--- config.mk ---
export PLATFORM = sky130hd
export DESIGN_NAME = ex_muldiv_unit
export DESIGN_NICKNAME = d
export VERILOG_FILES = /design/src/rtl/ex_muldiv_unit.sv
export SDC_FILE = /design/constraint.sdc
export NUM_CORES = 1
export LEC_CHECK = 0
export ABC_AREA = 1
export ABC_CLOCK_PERIOD_IN_PS = 12150
export CAP_MARGIN = 25
export CORE_ASPECT_RATIO = 0.9
export CORE_MARGIN = 4
export CORE_UTILIZATION = 25
export DETAILED_ROUTE_END_ITERATION = 10
export HOLD_SLACK_MARGIN = 0.12
export PLACE_DENSITY_LB_ADDON = 0.12
export SYNTH_ARGS = -nofsm -noshare
export SYNTH_HDL_FRONTEND = slang
export SYNTH_SLANG_ARGS = --single-unit
--- constraint.sdc ---
create_clock -name clk -period 12.15 [get_ports clk]
set_input_delay 2.43 -clock clk [delete_from_list [all_inputs] [get_ports clk]]
set_output_delay 2.43 -clock clk [all_outputs]
set_load 0.02 [all_outputs]
--- src/rtl/ex_muldiv_unit.sv ---
// ex_muldiv_unit: iterative radix-2 unsigned MUL/MULHU/DIVU/REMU for the EX stage.
// Optional MULDIV_EARLY_OUT_EN: zero-operand ops skip the 32 iterations.
module ex_muldiv_unit (
  input  logic        clk,
  input  logic        reset,
  input  logic [3:0]  ID_EX_aluop,
  input  logic [31:0] EX_muldiv_a,
  input  logic [31:0] EX_muldiv_b,
  output logic        EX_stall,
  output logic        EX_muldiv_valid,
  output logic [31:0] EX_muldiv_result,
  output logic        EX_muldiv_busy
);

  typedef enum logic [1:0] {
    IDLE,
    BUSY,
    DONE
  } state_t;

  typedef enum logic [1:0] {
    OP_MUL,
    OP_MULHU,
    OP_DIVU,
    OP_REMU
  } op_t;

  state_t      state;
  state_t      state_nxt;
  op_t         op_q;
  op_t         op_in;
  logic        is_md;
  logic        start;
  logic        zero_op;
  logic        last;
  logic [4:0]  cnt;
  logic [31:0] a_q;
  logic [31:0] b_q;
  logic [63:0] prod;
  logic [63:0] prod_nxt;
  logic [32:0] psum;
  logic [31:0] rem;
  logic [31:0] rem_nxt;
  logic [31:0] quo;
  logic [31:0] quo_nxt;
  logic [32:0] shifted;
  logic [32:0] diff;
  logic [31:0] early_res;
  logic [31:0] final_res;

  always_comb begin
    is_md = 1'b1;
    op_in = OP_MUL;
    unique case (ID_EX_aluop)
      4'b1010: op_in = OP_MUL;
      4'b1011: op_in = OP_MULHU;
      4'b1100: op_in = OP_DIVU;
      4'b1101: op_in = OP_REMU;
      default: is_md = 1'b0;
    endcase
  end

  // Reset gating keeps stall low while reset is held.
  assign start = (state == IDLE) && is_md && !reset;
  assign last  = (cnt == 5'd31);

`ifdef MULDIV_EARLY_OUT_EN
  assign zero_op = (EX_muldiv_b == 32'd0) ||
                   ((EX_muldiv_a == 32'd0) && !op_in[1]);
`else
  assign zero_op = 1'b0;
`endif

  always_comb begin
    early_res = 32'd0;
    unique case (op_in)
      OP_MUL:   early_res = 32'd0;
      OP_MULHU: early_res = 32'd0;
      OP_DIVU:  early_res = 32'hFFFF_FFFF;
      OP_REMU:  early_res = EX_muldiv_a;
    endcase
  end

  // Shift-add multiply: multiplier lives in prod[31:0].
  assign psum     = {1'b0, prod[63:32]}
                  + (prod[0] ? {1'b0, a_q} : 33'd0);
  assign prod_nxt = {psum, prod[31:1]};

  // Restoring divide: dividend shifts out of quo as quotient shifts in.
  assign shifted = {rem, quo[31]};
  assign diff    = shifted - {1'b0, b_q};
  assign rem_nxt = diff[32] ? shifted[31:0] : diff[31:0];
  assign quo_nxt = {quo[30:0], ~diff[32]};

  always_comb begin
    final_res = 32'd0;
    unique case (op_q)
      OP_MUL:   final_res = prod_nxt[31:0];
      OP_MULHU: final_res = prod_nxt[63:32];
      OP_DIVU:  final_res = quo_nxt;
      OP_REMU:  final_res = rem_nxt;
    endcase
  end

  always_comb begin
    state_nxt = state;
    unique case (state)
      IDLE: begin
        if (start) begin
          state_nxt = zero_op ? DONE : BUSY;
        end
      end
      BUSY: begin
        if (last) begin
          state_nxt = DONE;
        end
      end
      DONE:    state_nxt = IDLE;
      default: state_nxt = IDLE;
    endcase
  end

  always_ff @(posedge clk or posedge reset) begin
    if (reset) begin
      state            <= IDLE;
      op_q             <= OP_MUL;
      cnt              <= 5'd0;
      a_q              <= 32'd0;
      b_q              <= 32'd0;
      prod             <= 64'd0;
      rem              <= 32'd0;
      quo              <= 32'd0;
      EX_muldiv_result <= 32'd0;
    end else begin
      state <= state_nxt;
      if (start) begin
        op_q <= op_in;
        a_q  <= EX_muldiv_a;
        b_q  <= EX_muldiv_b;
        prod <= {32'd0, EX_muldiv_b};
        rem  <= 32'd0;
        quo  <= EX_muldiv_a;
        cnt  <= 5'd0;
        if (zero_op) begin
          EX_muldiv_result <= early_res;
        end
      end else if (state == BUSY) begin
        prod <= prod_nxt;
        rem  <= rem_nxt;
        quo  <= quo_nxt;
        cnt  <= cnt + 5'd1;
        if (last) begin
          EX_muldiv_result <= final_res;
        end
      end
    end
  end

  assign EX_muldiv_busy  = (state == BUSY);
  assign EX_muldiv_valid = (state == DONE);
  assign EX_stall        = start || (state == BUSY);

endmodule

* Word level (Yosys, flattened, before mapping)
Index checks and enable logic that the tools add are counted.
Operators by class: reductions and logical operators 10, mux-type cells 16, bitwise operators 2, eq/ne operators 12, add/subtract/negate cells 3
Operators by type and width (number):
- $mux 32 | 6
- $mux 64 | 2
- $pmux 32 s4 | 1
- $add 32x32->33 | 1
- $sub 33x32->33 | 1
- $eq 4x4->1 const B | 4
- $mux 5 | 2
- $eq 2x2->1 const B | 3
- $pmux 2 s3 | 1
- $add 5x1->5 const B | 1
- $eq 5x5->1 const B | 1
- $eq 2x1->1 const B | 2
- $logic_not 2->1 | 2
- $mux 2 | 2
- $pmux 2 s2 | 1
- $reduce_or 4->1 | 1
- $reduce_and 3->1 | 1
- $logic_and 1x1->1 | 2
- $ne 2x1->1 const B | 1
- $ne 2x2->1 const B | 1
- $not 1->1 | 2
- $reduce_and 2->1 | 1
- $reduce_bool 2->1 | 1
- $logic_not 1->1 | 1
- other kinds (2) | 2
Storage, ports and cells: bits in registers 233, word-level logic and storage cells 52, bits of input ports 70, output and inout bits 35

* Longest topological paths before layout
depth after elaboration 7, depth in mapped cells 22, mapped depth without buffers 21

* Worst setup path after synthesis
No wires, ideal clock.
path type input to output, start point input port reset, end point output port EX_stall, arrival 8.974 ns, path buffers 2, data required time 9.720 ns, setup slack 0.746 ns, stages on the path 7, path through inv_1 nand3_2 inv_1 nor2_2 inv_2 buf_2 buf_2
On the way: word-level cells in the longest chain between the ends 3
RTL lines:
- from (decl) | RTL line 5 | input logic reset,
- $logic_not 1->1 (no line)
- $logic_and 1x1->1 | RTL line 64 | assign start = (state == IDLE) && is_md && !reset;
- $logic_or 1x1->1 | RTL line 161 | assign EX_stall = start || (state == BUSY);
- to (decl) | RTL line 9 | output logic EX_stall,
No other way between the ends.

* Worst setup path after layout
Same ends and word-level chain as after synthesis.

==> impl_metrics.env <==
export IMPL_end_kind="output pin"
export IMPL_dieArea_mm2=0.0632
export IMPL_synth_nets=2231
export IMPL_cts_setup_buffers=0
export IMPL_fill_cells=6398
export IMPL_yosys_top_cells_count="700 x nand2_1, 318 x inv_1, 233 x dfrtp_1, 155 x nand3_1, 130 x o21ai_0"
export IMPL_port_buffers=104
export IMPL_power_total_w=0.00542
export IMPL_num_vias=13900
export IMPL_rsz0062_at_grt="no"
export IMPL_holdWs_ps=481
export IMPL_drv_slew=0
export IMPL_drtIter0Drc=1111
export IMPL_instances_no_fill=2960
export IMPL_htree_levels=1
export IMPL_synth_ff_type="dfrtp_1"
export IMPL_start_util=0.253
export IMPL_timing_final_crit_share=0.599
export IMPL_cts_sinks=233
export IMPL_crit_fanout=87
export IMPL_worstSetupStartpointType="input pin"
export IMPL_viasPerCell=4.70
export IMPL_ys_types=43
export IMPL_synth_area_leaders="dfrtp_1 39%, nand2_1 18%, inv_1 8.1%"
export IMPL_wl_per_cell_um=18.6
export IMPL_ctsHoldBuffers=0
export IMPL_period_minus_slack_ps=7280
export IMPL_grt_max_degree=150
export IMPL_place_hpwl_mm=40.0
export IMPL_syn_inst=2093
export IMPL_met2_usage=0.264
export IMPL_worst_pin_slew_ps=1020
export IMPL_drt_first_pass_iters=5
export IMPL_setup_viol=0
export IMPL_wirelength_mm=55.1
export IMPL_die_y_um=239
export IMPL_syn_cell_area_mm2=0.0148
export IMPL_synth_seq_cells=233
export IMPL_synth_most_common_cell="nand2_1"
export IMPL_skew_ps=11.2
export IMPL_relSlewSlack=0.322
export IMPL_hp_class="flip-flop to flip-flop"
export IMPL_clk_pin_slew_ps=70
export IMPL_synth_top_family_by_area="simple AND/OR/NAND/NOR gates"
export IMPL_fin_setup_tns_ps=0
export IMPL_overflow=0
export IMPL_fin_nets=2305
export IMPL_setup_ws_ps=4870
export IMPL_busiest_layer="met2"
export IMPL_dpl_cell_count=2910
export IMPL_ant_nets=0
export IMPL_cts_resized_gates=0
export IMPL_use_met1=0.257
export IMPL_die_w_um=264
export IMPL_path_class="input pin to output pin"
export IMPL_seqCellArea_mm2=0.00583
export IMPL_place_gp_congestion=0.890
export IMPL_synthArstFlopShare=1.00
export IMPL_ios=105
export IMPL_yosysTopAreaCell="dfrtp_1"
export IMPL_antenna_found_initial=0
export IMPL_grt_met3_usage=0.0246
export IMPL_synthSimpleGateAreaFrac=0.284
export IMPL_pre_cts_slack_ps=4810
export IMPL_rows=84
export IMPL_synth_xor_area_share=0.0154
export IMPL_status="finished clean"
export IMPL_p_leak_nw=8.99
export IMPL_grt_pass1_wl_mm=84.9
export IMPL_syn2layout_area_growth_pct=18.6
export IMPL_vdd_ir_drop_worst_v=0.000127
export IMPL_yosysTopAreaCellShare=0.394
export IMPL_cts_buffers=28
export IMPL_drv_cap=0
export IMPL_grt_use_total=0.171
export IMPL_worstPathRequired_ps=9720
export IMPL_drc=0
export IMPL_synth_edf_count=0
export IMPL_grt_pass1_vias=13900
export IMPL_multi_input_area_mm2=0.00743
export IMPL_core_mm2=0.0585
export IMPL_timing_fmax_ghz=0.137
export IMPL_synth_avg_cell_area_um2=7.07
export IMPL_cp_arrival_ps=4850
export IMPL_cts_root_buffer="clkbuf_16"
export IMPL_hold_viol=0
export IMPL_cts_tree="done"
export IMPL_cts_path_max_buffers=3
export IMPL_n_antenna_cell=0
export IMPL_p_per_area_mw_per_mm2=309
export IMPL_ys_warn_count=0
export IMPL_synthAdderAreaFrac=0.0585
export IMPL_final_layout_size_suffix_gt1_frac=0.0425
export IMPL_synth_compound_gate_area_share=0.143
export IMPL_yosysSeqAreaShare=0.394
export IMPL_synth_area_mux_share=0
export IMPL_clock_latency_ps=560
==> path summary, 6_finish.rpt <==
| check | endpoint | depth (start not counted) | from | slack [ps] |
|---|---|---|---|---|
| worst max-delay path | EX_stall | 8 | reset | 4870 |
| worst min-delay path | a_q[31] | 2 | a_q[31] | 480 |
| worst max register to register | EX_muldiv_result[21] | 18 | quo[31] | 8880 |
| worst min register to register | a_q[31] | 2 | a_q[31] | 480 |
| max in group asynchronous | rem[25] | 3 | reset | 8450 |
| min in group asynchronous | cnt[0] | 2 | reset | 2350 |
==> kinds of logic after synthesis <==
family | Yosys count
AOI/OAI and AO/OA | 345
xor gates and xnor gates | 26
adders and majority gates | 68
buffers and inverters | 399
DFF | 233
and+or+nand+nor | 1022
==> worst max-delay path, stage by stage <==
cell and delay [ps]:
clkdlybuf4s50_1 560, inv_8 200, nand3_2 150, buf_4 610
inv_2 120, nor2_4 120, inv_2 40, clkdlybuf4s50_1 530
==> through the flow <==
stage,utilization,area [µm²]
detailed placement,0.284,16600
global placement,0.284,16600
CTS,0.300,17500
floorplan,-,14800
global route,0.300,17600
finish,0.300,17600
==> registers in the layout (all words and copies together), names as in the netlist <==
signal and flops:
a_q 32, EX_muldiv_result 32, prod 64, op_q 2
cnt 5, b_q 32, state 2, rem 32
quo 32
==> final cells by class <==
| type | instances | area share |
|---|---|---|
| clock buffer | 38 | 0.0455 |
| multi-input combinational | 1461 | 0.423 |
| inverter | 322 | 0.0693 |
| timing repair buffer | 121 | 0.0684 |
| clock inverter | 11 | 0.00648 |
| tap | 774 | 0.0551 |
| sequential | 233 | 0.332 |
==> layer usage <==
| metal | wire, µm | part of all wire |
|---|---|---|
| met5 | 0 | 0 |
| met4 | 1040 | 0.019 |
| met3 | 2460 | 0.045 |
| met2 | 23600 | 0.43 |
| met1 | 28000 | 0.51 |
==> cells in the final DEF, fill, tap and decap left out, types with 5 or more instances in the layout <==
cell / Yosys / final
nand2_1: 700 / 698
inv_1: 318 / 316
dfrtp_1: 233 / 233
nand3_1: 155 / 155
o21ai_0: 130 / 130
nor2_1: 107 / 106
clkdlybuf4s50_1: 0 / 104
a21oi_1: 97 / 97
ha_1: 66 / 66
o221ai_1: 50 / 50
clkbuf_16: 0 / 29
xnor2_1: 17 / 17
a22o_1: 16 / 16
buf_4: 0 / 15
o211ai_1: 14 / 14
nand4_1: 13 / 13
nand2_2: 9 / 11
nor3_1: 10 / 10
o21bai_1: 10 / 10
a32o_1: 10 / 10
xor2_1: 9 / 9
nand3b_1: 7 / 7
clkinv_2: 0 / 6
inv_2: 4 / 5
a21o_1: 5 / 5
clkbuf_1: 60 / 5
==> where the power goes <==
part / switching, W / internal [W]
logic: 0.00218 / 0.00108
registers: 0.000189 / 0.00111
clock network: 0.000360 / 0.000500
total: 0.00272 / 0.00269
(Power assumes the default switching activity.)
